--- src/rtl/ehgu_clkdiv_ratio_meter.sv ---
// Recovers the average sig_in period over 2^FRAC_W periods as int_div.frac_div, plus per-window min/max.
// Rise seen SYNC_STAGES+1 cycles after sig_in; result one cycle after the closing rise; no backpressure, results overwrite.
module ehgu_clkdiv_ratio_meter #(
    parameter int CNT_W       = 16,
    parameter int FRAC_W      = 2,
    parameter int SYNC_STAGES = 2
) (
    input  logic              clkin,
    input  logic              rst,
    input  logic              en,
    input  logic              sig_in,
    output logic              meas_valid,
    output logic [CNT_W-1:0]  int_div,
    output logic [FRAC_W-1:0] frac_div,
    output logic [CNT_W-1:0]  period_min,
    output logic [CNT_W-1:0]  period_max,
    output logic              timeout,
    output logic              busy
);
    localparam int ACC_W = CNT_W + FRAC_W;
    localparam logic [CNT_W-1:0] PCNT_MAX  = '1;
    localparam logic [CNT_W-1:0] PCNT_PRE  = {{(CNT_W-1){1'b1}}, 1'b0};
    localparam logic [FRAC_W:0]  ECNT_LAST = {1'b0, {FRAC_W{1'b1}}};

    typedef enum logic [1:0] {
        IDLE    = 2'd0,
        SYNC    = 2'd1,
        MEASURE = 2'd2
    } state_t;

    state_t state;
    state_t state_nxt;

    logic sync_out;
    logic sig_d;
    logic rise;

    generate
        if (SYNC_STAGES == 0) begin : g_nosync
            assign sync_out = sig_in;
        end else begin : g_sync
            logic [SYNC_STAGES-1:0] sync_q;
            always_ff @(posedge clkin) begin
                if (rst) begin
                    sync_q <= '0;
                end else begin
                    sync_q[0] <= sig_in;
                    for (int i = 1; i < SYNC_STAGES; i++) begin
                        sync_q[i] <= sync_q[i-1];
                    end
                end
            end
            assign sync_out = sync_q[SYNC_STAGES-1];
        end
    endgenerate

    always_ff @(posedge clkin) begin
        if (rst) begin
            sig_d <= 1'b0;
        end else begin
            sig_d <= sync_out;
        end
    end

    assign rise = sync_out & ~sig_d;

    // Free-running period counter; saturates so a stuck input times out only once.
    logic [CNT_W-1:0] pcnt;
    logic             pcnt_expire;

    always_ff @(posedge clkin) begin
        if (rst) begin
            pcnt <= '0;
        end else if (rise) begin
            pcnt <= CNT_W'(1);
        end else if (pcnt != PCNT_MAX) begin
            pcnt <= pcnt + 1'b1;
        end
    end

    assign pcnt_expire = ~rise && (pcnt == PCNT_PRE);

    always_ff @(posedge clkin) begin
        if (rst) begin
            state <= IDLE;
        end else begin
            state <= state_nxt;
        end
    end

    always_comb begin
        state_nxt = state;
        if (!en) begin
            state_nxt = IDLE;
        end else begin
            case (state)
                IDLE:    state_nxt = SYNC;
                SYNC:    if (rise) state_nxt = MEASURE;
                MEASURE: if (pcnt_expire) state_nxt = SYNC;
                default: state_nxt = IDLE;
            endcase
        end
    end

    logic win_open;
    logic win_rise;
    logic tmo_fire;

    always_comb begin
        busy     = 1'b0;
        win_open = 1'b0;
        win_rise = 1'b0;
        tmo_fire = 1'b0;
        case (state)
            SYNC: begin
                win_open = en & rise;
                tmo_fire = en & pcnt_expire;
            end
            MEASURE: begin
                busy     = 1'b1;
                win_rise = en & rise;
                tmo_fire = en & pcnt_expire;
            end
            default: ;
        endcase
    end

    logic [ACC_W-1:0]  acc;
    logic [FRAC_W:0]   ecnt;
    logic [CNT_W-1:0]  win_min;
    logic [CNT_W-1:0]  win_max;
    logic [ACC_W-1:0]  acc_sum;
    logic [CNT_W-1:0]  min_upd;
    logic [CNT_W-1:0]  max_upd;
    logic              win_close;

    assign acc_sum   = acc + {{FRAC_W{1'b0}}, pcnt};
    assign min_upd   = (pcnt < win_min) ? pcnt : win_min;
    assign max_upd   = (pcnt > win_max) ? pcnt : win_max;
    assign win_close = win_rise && (ecnt == ECNT_LAST);

    // The closing rise publishes the window and opens the next one in the same cycle.
    always_ff @(posedge clkin) begin
        if (rst) begin
            acc        <= '0;
            ecnt       <= '0;
            win_min    <= '0;
            win_max    <= '0;
            meas_valid <= 1'b0;
            timeout    <= 1'b0;
            int_div    <= '0;
            frac_div   <= '0;
            period_min <= '0;
            period_max <= '0;
        end else begin
            meas_valid <= win_close;
            timeout    <= tmo_fire;
            if (win_open || win_close) begin
                acc     <= '0;
                ecnt    <= '0;
                win_min <= PCNT_MAX;
                win_max <= '0;
            end else if (win_rise) begin
                acc     <= acc_sum;
                ecnt    <= ecnt + 1'b1;
                win_min <= min_upd;
                win_max <= max_upd;
            end
            if (win_close) begin
                int_div    <= acc_sum[ACC_W-1:FRAC_W];
                frac_div   <= acc_sum[FRAC_W-1:0];
                period_min <= min_upd;
                period_max <= max_upd;
            end
        end
    end

endmodule

--- config.mk ---
export PLATFORM = sky130hd
export DESIGN_NAME = ehgu_clkdiv_ratio_meter
export DESIGN_NICKNAME = d
export VERILOG_FILES = /design/src/rtl/ehgu_clkdiv_ratio_meter.sv
export SDC_FILE = /design/constraint.sdc
export NUM_CORES = 1
export LEC_CHECK = 0
export CAP_MARGIN = 20
export CORE_ASPECT_RATIO = 0.7
export CORE_MARGIN = 2
export CORE_UTILIZATION = 30
export DETAILED_ROUTE_END_ITERATION = 8
export SETUP_SLACK_MARGIN = 0.4
export SLEW_MARGIN = 0
export SYNTH_ARGS = -nofsm -noshare
export SYNTH_HDL_FRONTEND = slang
export SYNTH_SLANG_ARGS = --single-unit
--- constraint.sdc ---
create_clock -name clkin -period 3.1 [get_ports clkin]
set_clock_uncertainty 0.15 [all_clocks]
set_input_delay 0.62 -clock clkin [delete_from_list [all_inputs] [get_ports clkin]]
set_output_delay 0.62 -clock clkin [all_outputs]
set_load 0.01 [all_outputs]
# Word level (Yosys, flattened, before mapping)
# Cells that the tools add are included.
[op_classes]
shifts = 0
bitwise_logic = 7
div = 0
mux = 12
eq_ne = 7
n_reduce_logical = 12
n_mul = 0
magnitude_cmp = 2
n_addsub = 3
[op_table]
columns = ["operator", "count"]
rows = [
  ["two-way mux 16 bit", 4],
  ["adder 18 x 16 -> 18 bit", 1],
  ["adder 16 x 1 -> 16 bit, second input constant", 1],
  ["== test 16 bit, second input constant", 1],
  ["greater-than comparator 16 bit", 1],
  ["< comparator 16 bit", 1],
  ["inequality test 16 bit, second input constant", 1],
  ["OR reduction 2 bit", 5],
  ["one-hot mux 2 bit (3 select lines)", 1],
  ["two-way mux 1 bit", 5],
  ["two-way mux 2 bit", 2],
  ["inequality test 2 bit, second input constant", 2],
  ["inverter 1 bit", 4],
  ["nonzero test 2 bit", 2],
  ["adder 3 x 1 -> 3 bit, second input constant", 1],
  ["AND 1 bit", 3],
  ["== test 3 x 2 -> 1 bit, second input constant", 1],
  ["== test 2 x 1 -> 1 bit, second input constant", 1],
  ["== test 2 bit, second input constant", 1],
  ["logical AND 1 bit", 2],
  ["zero test 2 bit", 1],
  ["AND reduction 2 bit", 1],
  ["logical OR 1 bit", 1],
]
[totals]
n_memories = 0
elab_cells = 58
inputBits = 4
romBits = 0
output_inout_bits = 53
ram_bits = 0
register_bits = 126
latch_bits = 0

# Longest topological paths before layout
[depth]
ltp_word = 7
mapped_depth = 10
mapped_depth_nobuf = 9

# Worst setup path before layout
# No wires, ideal clock.
[synth_timing]
kind = "reg2reg"
start = "register pcnt[6]"
end = "register win_min[1]"
path_buffers = 2
path_stages_with_launch = 10
path_slack_ps = 588
required_ps = 2831
arrival_time_ps = 2243
cell_sequence = "dfxtp_1 -> ha_1 -> a211oi_2 -> nand3_1 -> a31oi_2 -> o211ai_2 -> or4_1 -> buf_2 -> buf_6 -> o221a_1"
[synth_via]
elab_chain_len = 4
[synth_rtl]
columns = ["element", "line", "rtl"]
rows = [
  ["start: declaration", "68", "logic [CNT_W-1:0] pcnt;"],
  ["start signal: assignment", "77", "pcnt <= pcnt + 1'b1;"],
  ["< comparator 16 bit", "138", "assign min_upd = (pcnt < win_min) ? pcnt : win_min;"],
  ["two-way mux 16 bit", "138", ""],
  ["two-way mux 16 bit", "163", "end else if (win_rise) begin"],
  ["two-way mux 16 bit", "158", "if (win_open || win_close) begin"],
  ["end signal: assignment", "166", "win_min <= min_upd;"],
  ["end: declaration", "130", "logic [CNT_W-1:0] win_min;"],
]
# No other way between the ends. The select of a mux whose other input is x is not followed.
# A chain may end at the register's enable or synchronous reset.

# Final worst setup path
[layout_timing]
start = "register pcnt[0]"
end = "register acc[16]"
[layout_via]
elab_chain_len = 1
[layout_rtl]
columns = ["element", "line", "rtl"]
rows = [
  ["adder 18 x 16 -> 18 bit", "137", "assign acc_sum = acc + {{FRAC_W{1'b0}}, pcnt};"],
  ["end signal: assignment", "164", "acc <= acc_sum;"],
  ["end: declaration", "128", "logic [ACC_W-1:0] acc;"],
]
# No other way between the ends.

==> flow_summary.json <==
{
  "max_clock_freq_mhz": 378,
  "layout.nets": 926,
  "ys_ff_latch": 126,
  "vias_per_cell": 5.42,
  "syn_nets": 870,
  "p_switching_mw": 0.981,
  "syn_avg_cell_area_um2": 8.36,
  "cts.sinks": 126,
  "worst_slew_pin_slew_ps": 542,
  "syn_area_um2": 6780,
  "seq_power_share_pct": 39.4,
  "cts_buffer_depth": 2,
  "vias": 6294,
  "gp_congestion": 0.861,
  "r2r-end": "acc[16]",
  "slew_headroom_pct": 63.7,
  "worstHoldStart": "g_sync.sync_q[0]",
  "finalCritPeriodShare_pct": 85.3,
  "hold_buffers": 0,
  "clk_pin_slew_ps": 60,
  "whs_path_depth": 1,
  "cp-start-kind": "flip-flop",
  "cts_buffers": 17,
  "slew_viol_final": 0,
  "worstRegToRegCells": 9,
  "htreeDepth": 4,
  "cap_violations": 0,
  "period_minus_slack_ps": 2640,
  "grt_pass1_wl_mm": 31.2,
  "crit_chain": "ha_2 > inv_1 > fa_1 > nor2b_1 > o31a_1 > o211ai_1 > a21o_1 > a2111o_1 > o21ai_1",
  "path_class": "flip-flop to flip-flop",
  "ys.flop_type": "dfxtp_1",
  "area_growth_pct": 26.2,
  "initial_utilization_pct": 30.9,
  "grt_setup_unrepaired": "yes",
  "hold_violations": 0,
  "drtIter0Drc": 518,
  "antenna_found_initial": 0,
  "grt_max_degree": 41,
  "rows": 45,
  "switching_share_pct": 23.6,
  "yosys.area.top_type": "dfxtp_1",
  "p_int_mw": 3.17,
  "power_density_nw_per_um2": 485,
  "cts_tree": "done",
  "synth_cells": 811,
  "min_to": "g_sync.sync_q[1]",
  "max-vdd-ir-drop_v": 0.000422,
  "arrival_ps": 2850,
  "first_pass_iters": 5,
  "max_stage_delay_ps": 400,
  "clock_latency_ps": 420,
  "min_path_type": "flip-flop to flip-flop",
  "async_flop_share_pct": 0,
  "setup_viol": 0,
  "status": "finished, final reports clean",
  "overflow": 0,
  "fillerInstances": 2201,
  "crit_path_end_kind": "flip-flop",
  "timing.rr.start": "pcnt[0]",
  "synth_enable_flop_cells": 0,
  "coreArea_um2": 22000,
  "drt-wirelength-per-cell_um": 16.7,
  "synth.top_cell.area_share_pct": 37.2,
  "die-area_um2": 23800,
  "totalWireLength_mm": 19.5,
  "die_x_um": 184,
  "leakagePower_nw": 3.13,
  "first_global_vias": 5810,
  "layout-drive-gt1-share_pct": 11.4,
  "seq_area_frac_synth_pct": 37.2,
  "io_buffers": 56,
  "crit_required_ps": 3300,
  "finalSetupTns_ps": 0,
  "dp_hpwl_mm": 13.1,
  "p_clk_share_pct": 53.6,
  "combPwrFrac_pct": 7.1,
  "ys_warn_count": 0,
  "io_pins": 57,
  "synthDistinctLibCells": 64,
  "power.total_mw": 4.15,
  "reg2reg_slack_ps": 460,
  "antennaDiodeCount": 0,
  "grtUsageTotal_pct": 16.5,
  "synthTopCellsByArea": "dfxtp_1, ha_1, a21oi_1, o21ai_0, nand2_1",
  "drc": 0,
  "fp.dieH_um": 130,
  "ant_nets": 0,
  "cpMaxStageDelayCell": "fa_1",
  "root_buffer": "clkbuf_16",
  "cp_max_fo": 4
}
==> state kept, by name, indices dropped and copies added (netlist names) <==
register and flops:
int_div 16, win_min 16, g_sync.sync_q 2, period_min 16, timeout 1, sig_d 1
period_max 16, pcnt 16, state 2, frac_div 2, acc 18, ecnt 3
win_max 16, meas_valid 1
==> power groups by stage <==
stage               registers [mW]  clock network, mW  logic, mW
CTS                           1.64               2.27      0.275
finish                        1.64               2.23      0.293
floorplan                     1.67                  0      0.195
detailed placement            1.67                  0      0.270
global placement              1.67                  0      0.270
global route                  1.64               2.34      0.315
==> per-stage QoR <==
stage                     setup slack, ps  cells  hold slack (ps)  util [%]  instance area, um^2
after detailed placement              392   1122              279      35.2                 7720
final                                 456   1162              285      39.0                 8560
after global routing                  344   1162              313      39.0                 8560
after floorplan                       588    811              264         -                 6780
after CTS                             404   1154              293      38.3                 8410
after global placement                402   1122              276      35.2                 7720
==> cells in the final DEF (no fill, tap or decap), types with 6 or more instances in the layout <==
master / netlist / routed
dfxtp_1: 126 / 120
a21oi_1: 88 / 88
nand2_1: 71 / 71
clkdlybuf4s50_1: 0 / 56
o21ai_0: 54 / 54
ha_1: 54 / 51
nand3_1: 42 / 42
inv_1: 41 / 41
buf_4: 1 / 35
nor2_1: 31 / 31
nand4_1: 28 / 28
o31ai_1: 20 / 20
a31oi_1: 20 / 20
mux2i_1: 18 / 18
clkbuf_16: 0 / 17
o221a_1: 16 / 16
o21ai_1: 14 / 14
xnor2_1: 15 / 14
nor3_1: 13 / 12
nor2b_1: 7 / 7
a21o_1: 7 / 7
and2_1: 8 / 7
a211oi_1: 7 / 7
and3_1: 6 / 6
dfxtp_2: 0 / 6
==> worst max-delay path by stage <==
stage	start	end	slack, ps	cells past startpoint
6_report	pcnt[0]	acc[16]	460	9
5_1_grt	pcnt[0]	acc[16]	340	9
4_1_cts	pcnt[6]	win_min[13]	400	8
3_5_place_dp	pcnt[6]	acc[15]	390	7
3_3_place_gp	pcnt[14]	win_max[8]	400	6
2_1_floorplan	pcnt[6]	win_min[1]	590	9
==> worst max-delay path, delay by kind of cell (launching register included) <==
kind	cells	cell delay (ps)
compound gates	5	1220
fa+ha+maj	2	610
buf+inv	1	60
flops	1	370
simple gates	1	170
==> Yosys cell counts (6+ instances only) <==
library cell  count
nand2_1          71
nor3_1           13
o221a_1          16
nand3_1          42
clkbuf_1         48
o21ai_1          14
nor2_1           31
dfxtp_1         126
o31ai_1          20
a31oi_1          20
mux2i_1          18
and2_1            8
inv_1            41
ha_1             54
a211oi_1          7
and3_1            6
nand4_1          28
xnor2_1          15
buf_2             8
a21oi_1          88
nor2b_1           7
a21o_1            7
o21ai_0          54
==> cell type report <==
class / count / area, um^2 / share of cell area (%)
Multi-Input combinational cell: 583 / 3960 / 46.2
Sequential cell: 126 / 2530 / 29.6
Timing Repair Buffer: 97 / 908 / 10.6
Clock buffer: 18 / 439 / 5.13
Tap cell: 282 / 353 / 4.12
Clock inverter: 14 / 216 / 2.53
Inverter: 42 / 158 / 1.84
==> logic make-up (layout without fill, tap and decap cells) <==
| group | count (synthesis) | after routing | share of synthesized area (%) |
|---|---|---|---|
| adder cells (fa/ha/maj) | 55 | 55 | 10.3 |
| XOR/XNOR | 20 | 20 | 2.58 |
| AO/OA/AOI/OAI | 260 | 261 | 24.4 |
| multiplexers | 18 | 18 | 2.66 |
| AND/OR/NAND/NOR | 229 | 229 | 16.8 |
| flip-flops | 126 | 126 | 37.2 |
| buffers and inverters | 103 | 171 | 6.13 |
==> repair_timing <==
| item | 4_1_cts | 5_1_grt |
|---|---|---|
| gates cloned | 0 | 1 |
| gates resized for setup | 4 | 20 |
| hold endpoints to repair | 0 | 0 |
| setup buffers | 0 | 7 |
| setup endpoints to repair | 36 | 64 |
| pin swaps | 0 | 8 |
==> metal layers <==
layer	vias up	wire length, um	track usage [%]
met5	-	0	0
met1	2968	10200	25.2
met3	16	1290	3.99
met2	218	7850	23.1
met4	0	155	3.91
li1	3092	-	-
Power figures use the tool's default switching activity.
